===== config.mk =====
export PLATFORM = sky130hd
export DESIGN_NAME = as2650_extbus_flat
export DESIGN_NICKNAME = d
export VERILOG_FILES = /design/src/rtl/as2650_extbus_if.sv /design/src/rtl/as2650_extbus.sv /design/src/flat_wrapper.sv
export SDC_FILE = /design/constraint.sdc
export NUM_CORES = 1
export LEC_CHECK = 0
export ABC_AREA = 1
export CAP_MARGIN = 10
export CORE_MARGIN = 5
export CORE_UTILIZATION = 49
export CTS_CLUSTER_SIZE = 25
export DETAILED_ROUTE_END_ITERATION = 6
export GPL_TIMING_DRIVEN = 0
export PLACE_DENSITY = 0.84
export SLEW_MARGIN = 10
export SYNTH_ARGS = -nofsm -noshare
export SYNTH_HDL_FRONTEND = slang
export SYNTH_SLANG_ARGS = --single-unit

===== constraint.sdc =====
create_clock -name wb_clk_i -period 3.4 [get_ports wb_clk_i]
set_input_delay 0.68 -clock wb_clk_i [delete_from_list [all_inputs] [get_ports wb_clk_i]]
set_output_delay 0.68 -clock wb_clk_i [all_outputs]
set_load 0.01 [all_outputs]

===== src/rtl/as2650_extbus_if.sv =====
// Bus bundle for as2650_extbus: CPU memory port plus multiplexed pad signals.
// ext_wait_n exists only when EXTBUS_WAIT_PIN_EN is defined.
interface as2650_extbus_if;
  localparam int unsigned AW = 15;
  localparam int unsigned DW = 8;

  logic          cpu_req;
  logic          cpu_we;
  logic [AW-1:0] cpu_addr;
  logic [DW-1:0] cpu_wdata;
  logic [DW-1:0] cpu_rdata;
  logic          cpu_ready;
  logic          busy;
  logic [DW-1:0] ad_out;
  logic [DW-1:0] ad_in;
  logic [DW-1:0] ad_oeb;
  logic          ale_lo;
  logic          ale_hi;
  logic          rd_n;
  logic          wr_n;
`ifdef EXTBUS_WAIT_PIN_EN
  logic          ext_wait_n;
`endif

  // Requesting side: the CPU core and the board behind the pads.
  modport master (
`ifdef EXTBUS_WAIT_PIN_EN
    output ext_wait_n,
`endif
    output cpu_req, cpu_we, cpu_addr, cpu_wdata, ad_in,
    input  cpu_rdata, cpu_ready, busy, ad_out, ad_oeb, ale_lo, ale_hi, rd_n, wr_n
  );

  // Controller side.
  modport slave (
`ifdef EXTBUS_WAIT_PIN_EN
    input  ext_wait_n,
`endif
    input  cpu_req, cpu_we, cpu_addr, cpu_wdata, ad_in,
    output cpu_rdata, cpu_ready, busy, ad_out, ad_oeb, ale_lo, ale_hi, rd_n, wr_n
  );
endinterface


===== src/rtl/as2650_extbus.sv =====
// AS2650 external bus controller: ALO / AHI address latch phases, strobed data
// phase with WAIT_CYCLES wait states, HOLD. Optional wait pin: EXTBUS_WAIT_PIN_EN.
module as2650_extbus #(
  parameter int unsigned WAIT_CYCLES = 1
) (
  input logic            wb_clk_i,
  input logic            wb_rst_i,
  as2650_extbus_if.slave bus
);
  localparam int unsigned AW  = 15;
  localparam int unsigned DW  = 8;
  localparam int unsigned CW  = 4;
  localparam int unsigned AHW = AW - DW;

  localparam logic [2:0] ST_IDLE = 3'd0;
  localparam logic [2:0] ST_ALO  = 3'd1;
  localparam logic [2:0] ST_AHI  = 3'd2;
  localparam logic [2:0] ST_DATA = 3'd3;
  localparam logic [2:0] ST_HOLD = 3'd4;

  logic [2:0]     state_q,   state_d;
  logic [CW-1:0]  cnt_q,     cnt_d;
  logic           we_q,      we_d;
  logic [AHW-1:0] addr_hi_q, addr_hi_d;
  logic [DW-1:0]  wdata_q,   wdata_d;
  logic [DW-1:0]  rdata_q,   rdata_d;
  logic [DW-1:0]  ad_out_q,  ad_out_d;
  logic [DW-1:0]  ad_oeb_q,  ad_oeb_d;
  logic           ale_lo_q,  ale_lo_d;
  logic           ale_hi_q,  ale_hi_d;
  logic           rd_n_q,    rd_n_d;
  logic           wr_n_q,    wr_n_d;
  logic           ready_q,   ready_d;
  logic           busy_q,    busy_d;
  logic           wait_ok;

`ifdef EXTBUS_WAIT_PIN_EN
  logic wait_s1_q, wait_s1_d;
  logic wait_s2_q, wait_s2_d;

  always_comb begin
    wait_s1_d = bus.ext_wait_n;
    wait_s2_d = wait_s1_q;
  end

  always_ff @(posedge wb_clk_i) begin
    if (wb_rst_i) begin
      wait_s1_q <= 1'b1;
      wait_s2_q <= 1'b1;
    end else begin
      wait_s1_q <= wait_s1_d;
      wait_s2_q <= wait_s2_d;
    end
  end

  assign wait_ok = wait_s2_q;
`else
  assign wait_ok = 1'b1;
`endif

  // Next state and next pad levels; every output is a flop loaded from here.
  always_comb begin
    state_d   = state_q;
    cnt_d     = cnt_q;
    we_d      = we_q;
    addr_hi_d = addr_hi_q;
    wdata_d   = wdata_q;
    rdata_d   = rdata_q;
    ad_out_d  = ad_out_q;
    ad_oeb_d  = {DW{1'b1}};
    ale_lo_d  = 1'b0;
    ale_hi_d  = 1'b0;
    rd_n_d    = 1'b1;
    wr_n_d    = 1'b1;
    ready_d   = 1'b0;

    case (state_q)
      ST_IDLE: begin
        if (bus.cpu_req) begin
          state_d   = ST_ALO;
          we_d      = bus.cpu_we;
          addr_hi_d = bus.cpu_addr[AW-1:DW];
          wdata_d   = bus.cpu_wdata;
          ad_out_d  = bus.cpu_addr[DW-1:0];
          ad_oeb_d  = {DW{1'b0}};
          ale_lo_d  = 1'b1;
        end
      end

      ST_ALO: begin
        state_d  = ST_AHI;
        ad_out_d = {1'b0, addr_hi_q};
        ad_oeb_d = {DW{1'b0}};
        ale_hi_d = 1'b1;
      end

      ST_AHI: begin
        state_d = ST_DATA;
        cnt_d   = CW'(WAIT_CYCLES);
        if (we_q) begin
          wr_n_d   = 1'b0;
          ad_out_d = wdata_q;
          ad_oeb_d = {DW{1'b0}};
        end else begin
          rd_n_d = 1'b0;
        end
      end

      ST_DATA: begin
        if (cnt_q == '0 && wait_ok) begin
          state_d = ST_HOLD;
          ready_d = 1'b1;
          // Write data stays on the pads through HOLD for hold time.
          if (we_q) begin
            ad_out_d = wdata_q;
            ad_oeb_d = {DW{1'b0}};
          end else begin
            rdata_d = bus.ad_in;
          end
        end else begin
          if (cnt_q != '0) cnt_d = cnt_q - CW'(1);
          if (we_q) begin
            wr_n_d   = 1'b0;
            ad_out_d = wdata_q;
            ad_oeb_d = {DW{1'b0}};
          end else begin
            rd_n_d = 1'b0;
          end
        end
      end

      ST_HOLD: state_d = ST_IDLE;

      default: state_d = ST_IDLE;
    endcase

    busy_d = (state_d != ST_IDLE);
  end

  always_ff @(posedge wb_clk_i) begin
    if (wb_rst_i) begin
      state_q   <= ST_IDLE;
      cnt_q     <= '0;
      we_q      <= 1'b0;
      addr_hi_q <= '0;
      wdata_q   <= '0;
      rdata_q   <= '0;
      ad_out_q  <= '0;
      ad_oeb_q  <= {DW{1'b1}};
      ale_lo_q  <= 1'b0;
      ale_hi_q  <= 1'b0;
      rd_n_q    <= 1'b1;
      wr_n_q    <= 1'b1;
      ready_q   <= 1'b0;
      busy_q    <= 1'b0;
    end else begin
      state_q   <= state_d;
      cnt_q     <= cnt_d;
      we_q      <= we_d;
      addr_hi_q <= addr_hi_d;
      wdata_q   <= wdata_d;
      rdata_q   <= rdata_d;
      ad_out_q  <= ad_out_d;
      ad_oeb_q  <= ad_oeb_d;
      ale_lo_q  <= ale_lo_d;
      ale_hi_q  <= ale_hi_d;
      rd_n_q    <= rd_n_d;
      wr_n_q    <= wr_n_d;
      ready_q   <= ready_d;
      busy_q    <= busy_d;
    end
  end

  assign bus.cpu_rdata = rdata_q;
  assign bus.cpu_ready = ready_q;
  assign bus.busy      = busy_q;
  assign bus.ad_out    = ad_out_q;
  assign bus.ad_oeb    = ad_oeb_q;
  assign bus.ale_lo    = ale_lo_q;
  assign bus.ale_hi    = ale_hi_q;
  assign bus.rd_n      = rd_n_q;
  assign bus.wr_n      = wr_n_q;
endmodule


===== src/flat_wrapper.sv =====
// flat-port wrapper written by rule: the top's interface ports become plain ports
module as2650_extbus_flat 
#(
  parameter int unsigned WAIT_CYCLES = 1
)
  (wb_clk_i, wb_rst_i, bus_cpu_req, bus_cpu_we, bus_cpu_addr, bus_cpu_wdata, bus_ad_in, bus_cpu_rdata, bus_cpu_ready, bus_busy, bus_ad_out, bus_ad_oeb, bus_ale_lo, bus_ale_hi, bus_rd_n, bus_wr_n);
  as2650_extbus_if bus_i ();
  input logic wb_clk_i;
  input logic wb_rst_i;
  input wire logic [$bits(bus_i.cpu_req)-1:0] bus_cpu_req;
  input wire logic [$bits(bus_i.cpu_we)-1:0] bus_cpu_we;
  input wire logic [$bits(bus_i.cpu_addr)-1:0] bus_cpu_addr;
  input wire logic [$bits(bus_i.cpu_wdata)-1:0] bus_cpu_wdata;
  input wire logic [$bits(bus_i.ad_in)-1:0] bus_ad_in;
  output wire logic [$bits(bus_i.cpu_rdata)-1:0] bus_cpu_rdata;
  output wire logic [$bits(bus_i.cpu_ready)-1:0] bus_cpu_ready;
  output wire logic [$bits(bus_i.busy)-1:0] bus_busy;
  output wire logic [$bits(bus_i.ad_out)-1:0] bus_ad_out;
  output wire logic [$bits(bus_i.ad_oeb)-1:0] bus_ad_oeb;
  output wire logic [$bits(bus_i.ale_lo)-1:0] bus_ale_lo;
  output wire logic [$bits(bus_i.ale_hi)-1:0] bus_ale_hi;
  output wire logic [$bits(bus_i.rd_n)-1:0] bus_rd_n;
  output wire logic [$bits(bus_i.wr_n)-1:0] bus_wr_n;
  assign bus_i.cpu_req = bus_cpu_req;
  assign bus_i.cpu_we = bus_cpu_we;
  assign bus_i.cpu_addr = bus_cpu_addr;
  assign bus_i.cpu_wdata = bus_cpu_wdata;
  assign bus_i.ad_in = bus_ad_in;
  assign bus_cpu_rdata = bus_i.cpu_rdata;
  assign bus_cpu_ready = bus_i.cpu_ready;
  assign bus_busy = bus_i.busy;
  assign bus_ad_out = bus_i.ad_out;
  assign bus_ad_oeb = bus_i.ad_oeb;
  assign bus_ale_lo = bus_i.ale_lo;
  assign bus_ale_hi = bus_i.ale_hi;
  assign bus_rd_n = bus_i.rd_n;
  assign bus_wr_n = bus_i.wr_n;
  as2650_extbus #(.WAIT_CYCLES(WAIT_CYCLES)) u_core (.wb_clk_i(wb_clk_i), .wb_rst_i(wb_rst_i), .bus(bus_i));
endmodule

# Yosys cells after proc, flatten, opt, wreduce, memory -nomap -nowiden
# Cells that the tools add are included.
[word_totals]
latch_bits = 0
wordCells = 59
romBits = 0
ff_bits = 53
output_inout_bits = 30
mem_count = 0
mem_bits_rw = 0
[op_classes]
add_sub_neg = 1
n_reduce_logical = 13
div = 0
eq_ne = 7
n_lt_le_gt_ge = 0
shift = 0
mux = 21
bitwise = 3
mul = 0
[op_table]
columns = ["cell", "count"]
rows = [
  ["$pmux W8 S3", 2],
  ["$mux W8", 4],
  ["$pmux W3 S4", 1],
  ["$reduce_and A3 Y1", 3],
  ["$mux W4", 2],
  ["$pmux W4 S2", 1],
  ["$mux W1", 7],
  ["$eq A3 B2 Y1 const B", 2],
  ["$mux W3", 2],
  ["$reduce_bool A3 Y1", 2],
  ["$reduce_or A2 Y1", 3],
  ["$logic_not A4 Y1", 1],
  ["$ne A2 B1 Y1 const B", 2],
  ["$ne A2 B2 Y1 const B", 2],
  ["$pmux W1 S2", 2],
  ["$reduce_bool A4 Y1", 1],
  ["$sub A4 B1 Y4 const B", 1],
  ["$eq A3 B1 Y1 const B", 1],
  ["$logic_not A3 Y1", 1],
  ["$not A1 Y1", 3],
  ["$reduce_and A2 Y1", 1],
  ["$reduce_bool A2 Y1", 1],
]

# Logic depth before layout (Yosys ltp)
# Gate-level depths: netlist (run 1).
[logic_depth]
ltp_word = 4
ltp_mapped = 7

# Worst setup path before layout (run 1)
# Ideal clock, no wire load.
[synth_path]
path_kind = "input to register"
start = "in wb_rst_i"
end = "reg u_core.we_q"
slack_ps = 1927
t_arrival_ps = 1403
cell_stages = 5
path_cell_list = "buf_2 > inv_1 > buf_1 > o21ai_0 > a21oi_1"
[synth_lines]
columns = ["item", "line_no", "text"]
rows = [
  ["start, declared", "flat_wrapper.sv:9", "input logic wb_rst_i;"],
  ["end signal, assigned", "as2650_extbus.sv:159", "we_q <= we_d;"],
  ["end, declared", "as2650_extbus.sv:23", "logic we_q, we_d;"],
]

# Worst setup path in the final report (run 1)
[layout_path]
start = "reg u_core.ad_oeb_q[6] (netlist: u_core.bus.ad_oeb[6])"
end = "out bus_ad_oeb[6]"
[layout_lines]
columns = ["item", "line_no", "text"]
rows = [
  ["start, declared", "as2650_extbus.sv:28", "logic [DW-1:0] ad_oeb_q, ad_oeb_d;"],
  ["start signal, assigned", "as2650_extbus.sv:149", "ad_oeb_q <= {DW{1'b1}};"],
  ["start signal, assigned", "as2650_extbus.sv:164", "ad_oeb_q <= ad_oeb_d;"],
  ["end, declared", "flat_wrapper.sv:19", "output wire logic [$bits(bus_i.ad_oeb)-1:0] bus_ad_oeb;"],
]
# No word-level cell between the ends.

==> results of run 1 <==
[cell families (layout without fill, tap and decap cells)]
family                     count (synthesis)  count (layout)
AOI/OAI and AO/OA                         49              49
adders and majority gates                  2               2
and+or+nand+nor                          116             116
DFF                                       46              46
buffers and inverters                     54             125
[final cells by class]
class / instances / area share (%)
inverter: 36 / 4.821
sequential: 46 / 32.86
tap: 50 / 2.232
buffer: 18 / 4.554
multi-input combinational: 167 / 29.24
timing repair buffer: 63 / 22.50
clock buffer: 7 / 2.723
clock inverter: 1 / 1.071
[metal layers]
layer	GRT usage, %	part of all wire (%)
met3	5.676	7.8
met4	6.640	1.7
met5	0	0
met1	23.32	43
met2	30.71	48
[path summary, 6_finish.rpt]
| check | end | slack (ps) |
|---|---|---|
| setup / recovery | bus_ad_oeb[6] | 1290 |
| hold / removal | u_core.bus.wr_n | 410 |
| setup reg to reg | u_core.bus.cpu_rdata[0] | 2030 |
| hold reg to reg | u_core.bus.wr_n | 410 |
[where the power goes]
group / switching [mW] / leakage, nW / internal, mW / total (mW)
Combinational: 0.210 / 0.759 / 0.201 / 0.412
Sequential: 0.0352 / 0.378 / 0.600 / 0.635
Clock: 0.175 / 0.0524 / 0.220 / 0.395
Total: 0.421 / 1.19 / 1.02 / 1.44
[synthesized netlist by cell type (all sizes together)]
cell	number
clkbuf	2
nand3	22
inv	36
nor2	34
nor3	8
nor4	2
nand3b	1
o21ai	26
nand2	48
buf	16
a21oi	22
a31oi	1
ha	2
dfxtp	46
nand4	1
[through the flow]
step	cell area [µm²]	power, mW	hold WS (ps)	setup WS, ps
global placement	2696	1.050	394.0	1508
global route	2803	1.535	449.1	1189
CTS	2803	1.453	418.2	1261
finish	2803	1.442	414.1	1288
floorplan	2003	0.8901	365.3	1927
detailed placement	2696	1.059	392.4	1494
[registers in the layout, summed over array words and instances (netlist names)]
register	flops
u_core.bus.ad_out	8
u_core.bus.cpu_rdata	8
u_core.wdata_q	8
u_core.addr_hi_q	7
u_core.cnt_q	4
u_core.state_q	3
u_core.bus.ad_oeb	1
u_core.bus.ale_hi	1
u_core.bus.ale_lo	1
u_core.bus.busy	1
u_core.bus.cpu_ready	1
u_core.bus.rd_n	1
u_core.bus.wr_n	1
u_core.we_q	1
[cells in the final DEF (no fill, tap or decap)]
cell and n:
nand2_1 46, o21ai_1 3, nand3_4 1, nand3_1 19, clkbuf_8 5, o21ai_0 23
a31oi_1 1, buf_6 3, inv_1 35, a21oi_1 22, dfxtp_1 46, buf_1 1
clkbuf_1 4, nand3_2 2, nor2_8 1, nor4_1 2, nor2_4 2, bufinv_16 1
clkdlybuf4s50_1 63, ha_1 2, buf_2 3, nand3b_1 1, nand2_4 1, nor2_1 31
nand2_2 1, nor3_1 8, inv_2 1, nand4_1 1, buf_4 9
==> impl_metrics.sql, run 1 <==
INSERT INTO impl_metrics (metric_group, metric, value, unit) VALUES
('status', 'status', 'complete, no violations', ''),
('floorplanning', 'ios', '65', ''),
('clock_tree', 'clock_sinks', '46', ''),
('finish', 'fill_cells', '348', ''),
('floorplanning', 'vert_die_dim', '73.94', 'µm'),
('worst_setup_path', 'rr_worst_depth', '6', ''),
('clock_tree', 'clock_tree.htree_level_count', '2', ''),
('synth', 'yosys.cell_types.count', '26', ''),
('synth', 'synthSimpleGateAreaFrac', '27.36', '%'),
('timing', 'final_max_slew_viol_count', '0', ''),
('job', 'max-cap-violations', '0', ''),
('clock_tree', 'clk-insertion-delay-late', '300', 'ps'),
('worst_setup_path', 'cp.buffers_inverters', '2', ''),
('detailed_routing', 'routed-via-count', '1859', ''),
('worst_setup_path', 'crit_path_cell_trace', 'buf_4, clkdlybuf4s50_1', ''),
('timing', 'setup_viol', '0', ''),
('timing', 'timing.clock.skew', '8.249', 'ps'),
('detailed_routing', 'detailedRoute.firstPassIterationCount', '5', ''),
('timing', 'period_needed', '2112', 'ps'),
('finish', 'finalNonFillerCells', '388', ''),
('floorplanning', 'fp-row-count', '23', ''),
('timing', 'final_min_period_over_clock_period', '62.11', '%'),
('clock_tree', 'tritoncts_clock_tree', 'done', ''),
('grt', 'grt.total_usage', '18.72', '%'),
('worst_setup_path', 'slowest_delay', '530', 'ps'),
('floorplanning', 'core', '3971', 'µm²'),
('grt', 'first_global_vias', '1747', ''),
('synth', 'seq_area_frac_synth', '45.97', '%'),
('clock_tree', 'clock_tree.root_cell', 'clkbuf_8', ''),
('synth', 'syn-cell-area', '2003', 'µm²'),
('placed_design', 'placement.io_buffers', '63', ''),
('finish', 'syn_to_final_growth', '39.91', '%'),
('finish', 'finalNetCount', '374', ''),
('grt', 'grt_remaining_overflow', '0', ''),
('worst_setup_path', 'cpMaxStageDelayCell', 'clkdlybuf4s50_1', ''),
('synth', 'postSynthRegisterBits', '46', ''),
('clock_tree', 'clkSlewWorstSetupHoldPaths', '80', 'ps'),
('clock_tree', 'cts_resized', '0', ''),
('timing', 'tns', '0', 'ps'),
('timing', 'slew_headroom', '63.55', '%'),
('finish', 'final_core_utilization', '70.57', '%'),
('detailed_routing', 'drc', '0', ''),
('detailed_routing', 'drt_iter0_markers', '151', ''),
('synth', 'synth_area_leader_cell', 'dfxtp_1', ''),
('synth', 'post_synthesis_instance_total', '267', ''),
('synth', 'syn-mean-instance-area', '7.503', 'µm²'),
('hold_path', 'holdCritStartpoint', 'u_core.we_q', ''),
('grt', 'antenna_found_initial', '0', ''),
('grt', 'grt_first_pass_wirelength', '7.941', 'mm'),
('synth', 'adder_cell_share_of_the_synthesized_area', '1.249', '%'),
('synth', 'xor_xnor_fraction_of_synth_area', '0', '%'),
('synth', 'synth_compound_gate_area_share', '12.30', '%'),
('synth', 'synth_top_family_by_area', 'simple AND/OR/NAND/NOR gates', ''),
('hold_path', 'hold_path_depth', '1', ''),
('timing', 'fmax', '473.5', 'MHz'),
('clock_tree', 'cts_made_buffers', '5', ''),
('pwr', 'power_density', '514.5', 'nW/µm²'),
('hold_path', 'holdCritPathClass', 'reg2reg', ''),
('worst_setup_path', 'cp.depth', '2', ''),
('grt', 'pin_count_of_the_biggest_net_entering_global_routing', '14', ''),
('synth', 'synth_top_area_share', '45.97', '%'),
('pwr', 'largest_vdd_supply_drop', '0.3108', 'mV'),
('floorplanning', 'initial_core_util', '50.44', '%'),
('timing', 'timing.final.hold_violations', '0', ''),
('finish', 'multi_input_comb_area', '819.5', 'µm²'),
('placed_design', 'globalplace.congestion', '0.8076', ''),
('floorplanning', 'chipWidth', '73.94', 'µm'),
('detailed_routing', 'vias_per_cell', '4.791', ''),
('synth', 'synth_top_cells_by_area', 'dfxtp_1, nand2_1, inv_1', ''),
('detailed_routing', 'wl', '4.652', 'mm'),
('worst_setup_path', 'crit_path_start', 'u_core.bus.ad_oeb[6]', '');
Power figures use the tool's default switching activity.
==> run 2: changes to the inputs <==
--- a/config.mk
+++ b/config.mk
@@ -8,11 +8,11 @@
 export ABC_AREA = 1
 export CAP_MARGIN = 10
 export CORE_MARGIN = 5
-export CORE_UTILIZATION = 49
+export CORE_UTILIZATION = 45
 export CTS_CLUSTER_SIZE = 25
 export DETAILED_ROUTE_END_ITERATION = 6
 export GPL_TIMING_DRIVEN = 0
-export PLACE_DENSITY = 0.84
+export PLACE_DENSITY = 0.78
 export SLEW_MARGIN = 10
 export SYNTH_ARGS = -nofsm -noshare
 export SYNTH_HDL_FRONTEND = slang
==> constraint.sdc (replaced) <==
create_clock -name wb_clk_i -period 2.16 [get_ports wb_clk_i]
set_input_delay 0.432 -clock wb_clk_i [delete_from_list [all_inputs] [get_ports wb_clk_i]]
set_output_delay 0.432 -clock wb_clk_i [all_outputs]
set_load 0.01 [all_outputs]
==> impl_metrics.sql, run 2 (same netlist as run 1, synthesis figures left out) <==
INSERT INTO impl_metrics (metric_group, metric, value, unit) VALUES
('floorplanning', 'ios', '65', ''),
('detailed_routing', 'detailedRoute.firstPassIterationCount', '4', ''),
('worst_setup_path', 'crit_path_cell_trace', 'buf_4, clkdlybuf4s50_1', ''),
('timing', 'slew_headroom', '65.63', '%'),
('detailed_routing', 'vias_per_cell', '4.758', ''),
('grt', 'first_global_vias', '1743', ''),
('job', 'max-cap-violations', '0', ''),
('pwr', 'power.share.clock', '23.7', '%'),
('timing', 'period_needed', '1843', 'ps'),
('timing', 'final_min_period_over_clock_period', '85.32', '%'),
('pwr', 'power.internal', '1.509', 'mW'),
('worst_setup_path', 'timing.rr.end', 'u_core.we_q', ''),
('status', 'status', 'complete, no violations', ''),
('clock_tree', 'clkSlewWorstSetupHoldPaths', '80', 'ps'),
('clock_tree', 'cts_made_buffers', '5', ''),
('clock_tree', 'clk-insertion-delay-late', '290', 'ps'),
('timing', 'timing.clock.skew', '5.254', 'ps'),
('timing', 'tns', '0', 'ps'),
('timing', 'setup_viol', '0', ''),
('placed_design', 'globalplace.congestion', '0.8406', ''),
('floorplanning', 'fp-row-count', '24', ''),
('floorplanning', 'initial_core_util', '46.33', '%'),
('placed_design', 'dpl-instance-area', '2699', 'µm²'),
('worst_setup_path', 'worst_ep_required_time', '1730', 'ps'),
('finish', 'syn_to_final_growth', '38.85', '%'),
('grt', 'grt.total_usage', '15.89', '%'),
('worst_setup_path', 'timing.critical_path.arrival', '1410', 'ps'),
('placed_design', 'placement.io_buffers', '63', ''),
('worst_setup_path', 'timing.rr.start', 'u_core.state_q[1]', ''),
('clock_tree', 'ctsHoldBuffers', '0', ''),
('hold_path', 'holdPathEnd', 'u_core.bus.wr_n', ''),
('detailed_routing', 'drt_iter0_markers', '114', ''),
('hold_path', 'holdCritPathClass', 'reg2reg', ''),
('timing', 'worstMarginPinSlew', '512.1', 'ps'),
('timing', 'grt_setup_unrepaired', 'false', ''),
('hold_path', 'hold_path_depth', '1', ''),
('finish', 'layout-drive-gt1-share', '8.929', '%'),
('timing', 'final_max_slew_viol_count', '0', ''),
('pwr', 'power.net_switching', '647.5', 'µW'),
('detailed_routing', 'routed-via-count', '1846', ''),
('clock_tree', 'clock_sinks', '46', ''),
('worst_setup_path', 'cpMaxStageDelayCell', 'clkdlybuf4s50_1', ''),
('pwr', 'sequentialPowerShare', '46.3', '%'),
('floorplanning', 'chipWidth', '76.72', 'µm'),
('grt', 'grt_remaining_overflow', '0', ''),
('worst_setup_path', 'critPathMaxFanout', '8', ''),
('finish', 'ant_diodes', '0', ''),
('finish', 'most_common_cell_after_layout_fill_and_taps_aside', 'clkdlybuf4s50_1', ''),
('timing', 'fmax', '542.6', 'MHz'),
('detailed_routing', 'route.antenna.remaining_nets', '0', ''),
('worst_setup_path', 'cp-end-kind', 'primary output', ''),
('worst_setup_path', 'path_class', 'reg2out', ''),
('floorplanning', 'vert_die_dim', '76.72', 'µm'),
('pwr', 'comb_power_share', '30.0', '%'),
('pwr', 'p_leak', '1.180', 'nW'),
('pwr', 'power_density', '775.2', 'nW/µm²'),
('hold_path', 'holdCritStartpoint', 'u_core.we_q', ''),
('finish', 'final_cell_mix', 'clkdlybuf4s50_1, nand2_1, dfxtp_1, inv_1, nor2_1', ''),
('timing', 'timing.final.hold_violations', '0', ''),
('worst_setup_path', 'rr_worst_depth', '5', ''),
('detailed_routing', 'route.detailed.wl_per_inst', '11.81', 'µm'),
('detailed_routing', 'drc', '0', ''),
('clock_tree', 'clock_tree.root_cell', 'clkbuf_8', ''),
('clock_tree', 'buffers_inserted_by_post_cts_timing_repair', '0', ''),
('finish', 'fin_area', '2781', 'µm²'),
('grt', 'antenna_found_initial', '0', ''),
('grt', 'pin_count_of_the_biggest_net_entering_global_routing', '13', ''),
('floorplanning', 'floorplan.die_area', '5886', 'µm²'),
('grt', 'grt_first_pass_wirelength', '7.700', 'mm'),
('floorplanning', 'core', '4324', 'µm²'),
('worst_setup_path', 'reg2reg_setup_slack', '790', 'ps'),
('clock_tree', 'clock_tree.htree_level_count', '2', ''),
('clock_tree', 'cts-root-to-sink-buffers', '2', ''),
('finish', 'finalNetCount', '374', ''),
('worst_setup_path', 'crit_path_start_kind', 'flop', ''),
('detailed_routing', 'wl', '4.583', 'mm'),
('pwr', 'largest_vdd_supply_drop', '0.4259', 'mV'),
('placed_design', 'dp.final_hpwl', '3.469', 'mm'),
('worst_setup_path', 'slowest_delay', '520', 'ps'),
('pwr', 'swShare', '30.03', '%'),
('clock_tree', 'cts_resized', '0', ''),
('clock_tree', 'tritoncts_clock_tree', 'done', '');
[run 2: cell count changes in the layout (fill, tap and decap cells not counted), sizes merged]
cell	before	now
clkbuf	9	8
bufinv	1	0
[run 2: per-layer routing]
layer | share of wire [%] | routed length [µm] | vias to the layer above | global-route usage (%)
met3 | 5.7 | 259 | 7 | 4.684
met5 | 0 | 0 | - | 0
met2 | 48 | 2200 | 45 | 25.72
li1 | - | - | 980 | -
met1 | 45 | 2045 | 814 | 19.39
met4 | 1.7 | 78 | 0 | 6.993
[run 2: worst max path at each step]
stage                               startpoint                   end  slack (ps)
after CTS                 u_core.bus.ad_oeb[6]         bus_ad_oeb[4]         290
after floorplan                       wb_rst_i           u_core.we_q         940
after detailed placement           bus_cpu_req  u_core.bus.ad_out[5]         500
after global routing      u_core.bus.ad_oeb[6]         bus_ad_oeb[4]         240
final                     u_core.bus.ad_oeb[6]         bus_ad_oeb[4]         320
after global placement             bus_cpu_req  u_core.bus.ad_out[7]         510
[run 2: critical path, delay by kind of cell, from the launching register on]
kind	cells	cell delay, ps
DFF	1	450
buffers and inverters	2	670
[run 2: area by class of cell]
| type | instances | area (µm²) |
|---|---|---|
| flip-flops and latches | 46 | 920.9 |
| clock buffers | 6 | 82.58 |
| well taps | 52 | 65.06 |
| repair buffers | 63 | 630.6 |
| inverters | 36 | 135.1 |
| plain buffers | 18 | 127.6 |
| multi-input cells | 167 | 819.5 |
| fillers | 399 | 1543 |
[run 2: per-stage QoR]
stage                     power (mW)  util, %  std cells  hold WS [ps]  setup WS, ps
after CTS                      2.175    64.32        388         401.4         288.4
after floorplan                1.401        -        267         365.3         935.2
after detailed placement       1.668    62.41        382         383.8         504.1
after global placement         1.658    62.41        382         383.9         507.0
after global routing           2.303    64.32        388         413.7         238.7
final                          2.156    64.32        388         396.1         317.1
[run 2: power groups by stage]
stage          logic (mW)  clock network, mW  registers (mW)
6_report            0.647              0.511           0.999
3_3_place_gp        0.643                  0            1.01
2_1_floorplan       0.369                  0            1.03
3_5_place_dp        0.649                  0            1.02
4_1_cts             0.652              0.524           0.999
5_1_grt             0.727              0.564            1.01
